## src/rtl/multi_debouncer.sv

```systemverilog
// ----------------------------------------------------------------------------
// multi_debouncer
//   N-channel switch/button debouncer. Each channel has its own input
//   synchroniser and confirm FSM. One prescaler is shared by all channels and
//   produces the sample tick. Every channel emits a one-cycle rise/fall pulse
//   when it accepts a new debounced level.
//
// Parameters
//   CHANNELS    number of independent input channels (>=1)
//   SYNC_STAGES synchroniser flops per channel (>=2)
//   PRESCALE    clk cycles per sample tick (>=1)
//   CNT_WIDTH   width of threshold / confirm counter
//   RESET_VAL   reset level of sync chain and dbnc_data (0 or 1)
//
// Ports
//   clk        system clock, posedge
//   reset_n    asynchronous reset, active low
//   en         1 = run, 0 = freeze prescaler and channel FSMs
//   thresh     consecutive mismatching ticks needed to accept (0 acts as 1)
//   din        raw asynchronous inputs
//   dbnc_data  debounced levels
//   rise       one-cycle pulse on a 0->1 accept
//   fall       one-cycle pulse on a 1->0 accept
//   any_change OR of all rise/fall bits, same cycle
// ----------------------------------------------------------------------------
module multi_debouncer #(
   parameter int CHANNELS    = 4,
   parameter int SYNC_STAGES = 2,
   parameter int PRESCALE    = 16,
   parameter int CNT_WIDTH   = 8,
   parameter int RESET_VAL   = 0
) (
   input  logic                 clk,
   input  logic                 reset_n,
   input  logic                 en,
   input  logic [CNT_WIDTH-1:0] thresh,
   input  logic [CHANNELS-1:0]  din,
   output logic [CHANNELS-1:0]  dbnc_data,
   output logic [CHANNELS-1:0]  rise,
   output logic [CHANNELS-1:0]  fall,
   output logic                 any_change
);

   localparam int   PW   = (PRESCALE > 1) ? $clog2(PRESCALE) : 1;
   localparam logic L_RV = (RESET_VAL != 0);

   typedef enum logic {ST_STABLE, ST_CONFIRM} state_t;

   logic [SYNC_STAGES-1:0][CHANNELS-1:0] r_sync;
   logic [PW-1:0]                        r_presc;
   logic [CHANNELS-1:0]                  r_dbnc;
   logic [CHANNELS-1:0]                  r_rise;
   logic [CHANNELS-1:0]                  r_fall;
   state_t                               r_state   [CHANNELS];
   logic [CNT_WIDTH-1:0]                 r_cnt     [CHANNELS];

   state_t                               w_state_nxt [CHANNELS];
   logic [CNT_WIDTH-1:0]                 w_cnt_nxt   [CHANNELS];
   logic [CHANNELS-1:0]                  w_accept;
   logic [CHANNELS-1:0]                  w_s;
   logic [CNT_WIDTH-1:0]                 w_n;
   logic                                 w_tick;

   assign w_s    = r_sync[SYNC_STAGES-1];
   assign w_n    = (thresh == '0) ? CNT_WIDTH'(1) : thresh;
   assign w_tick = en && (r_presc == '0);

   // Synchroniser runs regardless of en.
   always_ff @(posedge clk or negedge reset_n) begin
      if (!reset_n) begin
         r_sync <= {(SYNC_STAGES*CHANNELS){L_RV}};
      end else begin
         r_sync <= {r_sync[SYNC_STAGES-2:0], din};
      end
   end

   always_ff @(posedge clk or negedge reset_n) begin
      if (!reset_n) begin
         r_presc <= PW'(PRESCALE-1);
      end else if (en) begin
         if (r_presc == '0) r_presc <= PW'(PRESCALE-1);
         else               r_presc <= r_presc - 1'b1;
      end
   end

   // Next-state for every channel; nothing moves off a tick.
   always_comb begin
      logic [CNT_WIDTH:0] v_inc;
      v_inc    = '0;
      w_accept = '0;
      for (int unsigned i = 0; i < CHANNELS; i++) begin
         w_state_nxt[i] = r_state[i];
         w_cnt_nxt[i]   = r_cnt[i];
         v_inc          = {1'b0, r_cnt[i]} + 1'b1;
         if (w_tick) begin
            unique case (r_state[i])
               ST_STABLE: begin
                  if (w_s[i] != r_dbnc[i]) begin
                     if (w_n == CNT_WIDTH'(1)) begin
                        w_accept[i] = 1'b1;
                     end else begin
                        w_state_nxt[i] = ST_CONFIRM;
                        w_cnt_nxt[i]   = CNT_WIDTH'(1);
                     end
                  end
               end
               ST_CONFIRM: begin
                  if (w_s[i] == r_dbnc[i]) begin
                     w_state_nxt[i] = ST_STABLE;
                     w_cnt_nxt[i]   = '0;
                  end else if (v_inc >= {1'b0, w_n}) begin
                     // >= rather than == so a live drop of thresh below cnt
                     // still accepts on the next mismatching tick.
                     w_accept[i]    = 1'b1;
                     w_state_nxt[i] = ST_STABLE;
                     w_cnt_nxt[i]   = '0;
                  end else begin
                     w_cnt_nxt[i]   = v_inc[CNT_WIDTH-1:0];
                  end
               end
            endcase
         end
      end
   end

   always_ff @(posedge clk or negedge reset_n) begin
      if (!reset_n) begin
         for (int unsigned i = 0; i < CHANNELS; i++) begin
            r_state[i] <= ST_STABLE;
            r_cnt[i]   <= '0;
         end
      end else begin
         for (int unsigned i = 0; i < CHANNELS; i++) begin
            r_state[i] <= w_state_nxt[i];
            r_cnt[i]   <= w_cnt_nxt[i];
         end
      end
   end

   // Pulses are rewritten every cycle so they last exactly one clk.
   always_ff @(posedge clk or negedge reset_n) begin
      if (!reset_n) begin
         r_dbnc <= {CHANNELS{L_RV}};
         r_rise <= '0;
         r_fall <= '0;
      end else begin
         r_dbnc <= (r_dbnc & ~w_accept) | (w_s & w_accept);
         r_rise <= w_accept &  w_s;
         r_fall <= w_accept & ~w_s;
      end
   end

   assign dbnc_data  = r_dbnc;
   assign rise       = r_rise;
   assign fall       = r_fall;
   assign any_change = |(r_rise | r_fall);

endmodule
```

## config.mk

```make
export PLATFORM = sky130hd
export DESIGN_NAME = multi_debouncer
export DESIGN_NICKNAME = d
export VERILOG_FILES = /design/src/rtl/multi_debouncer.sv
export SDC_FILE = /design/constraint.sdc
export NUM_CORES = 1
export LEC_CHECK = 0
export CAP_MARGIN = 10
export CORE_UTILIZATION = 53
export DETAILED_ROUTE_END_ITERATION = 8
export GPL_ROUTABILITY_DRIVEN = 1
export PLACE_DENSITY = 0.8
export SKIP_CTS_REPAIR_TIMING = 1
export SYNTH_ARGS = -nofsm -noshare
export SYNTH_HDL_FRONTEND = slang
export SYNTH_SLANG_ARGS = --single-unit
```

## constraint.sdc

```tcl
create_clock -name clk -period 2.8 [get_ports clk]
set_input_delay 0.56 -clock clk [delete_from_list [all_inputs] [get_ports clk]]
set_output_delay 0.56 -clock clk [all_outputs]
set_load 0.005 [all_outputs]
```

; After elaboration in Yosys (flattened, before gate mapping)
; Cells that the tools add are included.
[word_totals]
regBits = 60
input_bits = 15
output_inout_bits = 13
wordCells = 116
[op_classes]
add_sub_neg = 5
n_lt_le_gt_ge = 4
n_eq_ne = 17
n_mux = 57
bitwise = 11
reduce_logical = 8
[op_table]
columns = operator, n
row1 = two-way mux 8 bit, 14
row2 = case mux 8 bit (2 select lines), 4
row3 = "adder 8 x 1 -> 9 bit, second input constant", 4
row4 = >= comparator 9 x 8 -> 1 bit, 4
row5 = two-way mux 1 bit, 30
row6 = "!= test 2 bit, second input constant", 8
row7 = case mux 1 bit (2 select lines), 8
row8 = AND 4 bit, 3
row9 = AND reduction 3 bit, 4
row10 = "equality test 8 x 1 -> 1 bit, second input constant", 1
row11 = logical NOT 8 bit, 1
row12 = inverter 4 bit, 2
row13 = OR 4 bit, 2
row14 = equality test 1 bit, 4
row15 = logical NOT 4 bit, 1
row16 = two-way mux 4 bit, 1
row17 = != test 1 bit, 4
row18 = inverter 1 bit, 4
row19 = OR reduction 4 bit, 1
row20 = "subtractor 4 x 1 -> 4 bit, second input constant", 1
row21 = logical AND 1 bit, 1

; Logic depth before layout (Yosys ltp)
[logic_depth]
ltp_word = 10
mapped_depth = 12

; Least setup slack after synthesis
; OpenSTA, ideal clock, no wires.
[synth_timing]
kind = reg-to-reg
start = register r_cnt[0] (netlist name)
end = register r_fall[3], in the netlist fall[3]
setup_time_ps = 120
arrival_ps = 2835
required_ps = 2680
path_slack_ps = -155
path_stages_with_launch = 13
path_cell_list = dfrtp_1 > ha_1 > nand3_1 > or2_2 > and2_1 > or2_2 > ha_1 > and3_1 > a221oi_1 > o31a_1 > buf_2 > a31oi_2 > and3_1
[synth_via]
elab_chain_cells = 7
[synth_rtl]
columns = item, line
row1 = from (decl), 55  ; logic [CNT_WIDTH-1:0] r_cnt [CHANNELS];
row2 = "from (signal, indexed assignment)", 135  ; r_cnt[i] <= w_cnt_nxt[i];
row3 = adder 8 x 1 -> 9 bit, 94  ; v_inc = {1'b0, r_cnt[i]} + 1'b1;
row4 = >= comparator 9 x 8 -> 1 bit, 111  ; end else if (v_inc >= {1'b0, w_n}) begin
row5 = two-way mux 1 bit, 111
row6 = two-way mux 1 bit, 108  ; if (w_s[i] == r_dbnc[i]) begin
row7 = case mux 1 bit (2 select lines), 96  ; unique case (r_state[i])
row8 = two-way mux 1 bit, 95  ; if (w_tick) begin
row9 = AND 4 bit, 149  ; r_fall <= w_accept & ~w_s;
row10 = to (signal assigned), 149
row11 = to (decl), 53  ; logic [CHANNELS-1:0] r_fall;
; No other way between the ends.
; A chain may end at the register's enable or synchronous reset.

; Final worst setup path
[layout_timing]
start = register r_cnt[0] (netlist name)
end = register r_cnt[0] (netlist name)
[layout_via]
elab_chain_cells = 5
[layout_rtl]
columns = item, line
row1 = adder 8 x 1 -> 9 bit *, 94
row2 = >= comparator 9 x 8 -> 1 bit, 111
row3 = two-way mux 8 bit *, 111
row4 = two-way mux 8 bit *, 108
row5 = case mux 8 bit (2 select lines) *, 96
; Mark *: on every way between the ends. The rest lies on a longest branch, timed or not.

==> impl_metrics.json <==
{
  "totalWireLength_mm": 10.2,
  "route.vias.total": 3412,
  "ff2ff_setup_slack_ns": -0.11,
  "syn-instance-count": 384,
  "tightestPinTransition_ns": 0.622,
  "ys.warnings.count": 0,
  "crit_family": "simple AND/OR/NAND/NOR gates",
  "fin_setup_tns_ns": -0.266,
  "design_area_um2": 4980,
  "die_w_um": 86.9,
  "worst_ep_required_time_ns": 3.05,
  "grt_first_pass_wirelength_mm": 15.4,
  "yosysSeqAreaShare_pct": 39.5,
  "cts_root_buf": "sky130_fd_sc_hd__clkbuf_8",
  "tritoncts": "done",
  "drt_iter0_markers": 203,
  "synth_largest_type_area_fraction_pct": 36.7,
  "synthesis.area_per_instance_um2": 9.94,
  "power-per-cell-area_nw_per_um2": 610,
  "post_dp_cell_area_um2": 4530,
  "maxCapViolCount": 0,
  "net-switching-power_uw": 1020,
  "insertion_delay_ns": 0.35,
  "postSynthRegisterBits": 60,
  "worstSetupEndpointType": "flip-flop",
  "synth_top_cell_by_area": "sky130_fd_sc_hd__dfrtp_1",
  "final_min_period_over_clock_period_pct": 104,
  "rows": 30,
  "count_of_flip_flops_with_a_built_in_enable_after_synthesis": 0,
  "status": "finished, violations left",
  "h-tree-depth": 3,
  "path_cells": "ha_4 -> nand3_4 -> or2_4 -> and2_4 -> or2_4 -> ha_4 -> and3_4 -> a221oi_2 -> o31a_1 -> buf_4 -> nand3b_1 -> a31oi_1",
  "clock_power_share_pct": 29.3,
  "power.static_leakage_uw": 0.00235,
  "muxShareOfSynthArea_pct": 2.56,
  "power_frac_seq_pct": 38.4,
  "crit_path_max_fanout": 5,
  "path_buf_inv": 1,
  "worst_clock_skew_ns": 0.0103,
  "final_core_utilization_pct": 72.5,
  "design.core.area_um2": 6870,
  "final.min_clock_period_ns": 2.91,
  "groute.usage.overall_pct": 27.2,
  "slew_headroom_pct": 58.2,
  "hp-class": "primary input to asynchronous set/reset pin",
  "synth-simple-area-share_pct": 19.4,
  "violations_in_the_final_reports": "negative setup slack",
  "synth-xor-area-share_pct": 6.42,
  "num_antenna_cells": 0,
  "crit_path_start_kind": "flip-flop",
  "comb_power_share_pct": 32.2,
  "synth.net_count": 436,
  "avgViaCountPerCell": 6.01,
  "area.growth.synth_to_final_pct": 30.5,
  "dpl.hpwl_mm": 7.05,
  "die_area_um2": 7550,
  "floorplan.initialDensity_pct": 55.6,
  "synth_cell_types": 54,
  "synth_fa_ha_area_share_pct": 12.1,
  "critPathSlowestCell": "sky130_fd_sc_hd__dfrtp_1",
  "vias_in_the_first_global_route": 3206,
  "ys_top_cells_by_area": "sky130_fd_sc_hd__dfrtp_1 37%, sky130_fd_sc_hd__ha_1 12%, sky130_fd_sc_hd__nand2_1 4.5%",
  "internal_power_uw": 2020,
  "setup_viol_count_final": 6,
  "synth_top_family_by_area": "simple AND/OR/NAND/NOR gates",
  "fin_ws_ns": -0.106,
  "timing.setup.critical_path_class": "flip-flop to flip-flop",
  "synth_area_um2": 3820,
  "rsz0062_at_grt": "true",
  "finalWeightedCongestion": 0.861,
  "synth-compound-area-share_pct": 17.4,
  "worstPathArrival_ns": 3.15,
  "die_h_um": 86.9,
  "route.detailed.drc": 0,
  "io_buffers": 27,
  "cts.sinks": 60,
  "drv_slew": 0,
  "grt_antenna_before_repair": 0,
  "peakVddDrop_mv": 0.385,
  "routed_wire_length_per_instance_um": 18.0,
  "tritoncts.num_buffers": 9,
  "primary_flip_flop_cell_chosen_by_synthesis_mapping": "sky130_fd_sc_hd__dfrtp_1",
  "ios": 28,
  "antenna_violating_nets_post_route": 0,
  "hold_violations": 0,
  "critical_path.max_stage_delay_ns": 0.41,
  "netSwitchingFraction_pct": 33.7,
  "maximum_number_of_pins_on_one_net_before_global_route_repair": 27,
  "num-nets-final": 519,
  "post_route_cells_drive_above_1_share_pct": 24.4,
  "drtPass1Iterations": 6,
  "ys_async_sr_fraction_pct": 100,
  "clkSlewWorstSetupHoldPaths_ns": 0.08,
  "max_buffers_root_to_sink": 2,
  "gr-total-overflow": 0,
  "max_freq_mhz": 344
}
==> flip-flops by register name, summed over array words and instances (netlist names), named ones only <==
name / count
r_sync: 4
fall: 4
r_cnt: 32
rise: 4
w_s: 4
r_presc: 4
r_state: 4
==> stage by stage <==
step	total power (µW)	hold WS, ns	worst slack (ns)	instances
detailed placement	2070	0.343	-0.304	541
finish	3040	0.208	-0.106	568
floorplan	1700	0.264	0.0471	384
CTS	2960	0.223	-0.147	557
global route	3200	0.244	-0.205	568
global placement	2010	0.334	-0.154	541
==> final timing paths <==
| path | start | cells past startpoint | endpoint |
|---|---|---|---|
| min in group clk | r_sync[3] | 0 | w_s[3] |
| worst min-delay path | reset_n | 1 | r_cnt[28] |
| worst max-delay path | r_cnt[0] | 12 | r_cnt[0] |
| worst min register to register | r_sync[3] | 0 | w_s[3] |
| worst max register to register | r_cnt[0] | 12 | r_cnt[0] |
| max in group asynchronous | reset_n | 2 | r_presc[1] |
==> layer usage <==
| metal | vias to the layer above | track usage [%] | wire length, µm |
|---|---|---|---|
| met5 | - | 0 | 0 |
| met4 | 0 | 12.9 | 383 |
| met3 | 34 | 4.36 | 506 |
| met2 | 118 | 48.6 | 5280 |
| met1 | 1674 | 31.9 | 4050 |
| li1 | 1586 | - | - |
==> synthesized netlist by cell type, drive strengths merged, types with 6 or more instances <==
cell type	count
a31oi	9
and3	9
nand2	47
nand3	23
o21ai	22
mux2i	6
a32o	16
o211ai	11
inv	16
a21oi	12
ha	37
nor2	15
dfrtp	56
a21o	8
xor2	11
xnor2	17
==> cell families after synthesis <==
| group | Yosys count |
|---|---|
| buffers and inverters | 23 |
| XOR/XNOR | 28 |
| AND/OR/NAND/NOR | 139 |
| flip-flops | 60 |
| multiplexers | 9 |
| adder cells (fa/ha/maj) | 37 |
| AO/OA/AOI/OAI | 88 |
==> final cells by class <==
class | count | area (µm²)
Multi-Input combinational cell | 301 | 2380
Fill cell | 487 | 1890
Sequential cell | 60 | 1510
Timing Repair Buffer | 79 | 687
Clock buffer | 10 | 138
Tap cell | 96 | 120
Clock inverter | 6 | 87.6
Inverter | 16 | 60.1
==> layout by cell type (no fill, tap or decap), drive strengths merged, types with 6 or more instances in the layout <==
master	Yosys	routed
a21oi	12	12
and3	9	9
clkdlybuf4s50	0	26
mux2i	6	6
xor2	11	11
dfrtp	56	56
nor2	15	15
a31oi	9	9
nand2	47	47
o21ai	22	22
clkbuf	2	10
inv	16	16
xnor2	17	17
nand3	23	23
a21o	8	8
a32o	16	16
o211ai	11	11
buf	5	53
ha	37	37
==> power groups by stage <==
stage | clock network, µW | logic, µW | registers, µW
6_report | 892 | 980 | 1170
5_1_grt | 939 | 1070 | 1190
4_1_cts | 900 | 904 | 1160
3_5_place_dp | 0 | 893 | 1170
3_3_place_gp | 0 | 847 | 1160
2_1_floorplan | 0 | 543 | 1160
No activity file was read; power rests on OpenSTA's default activity.
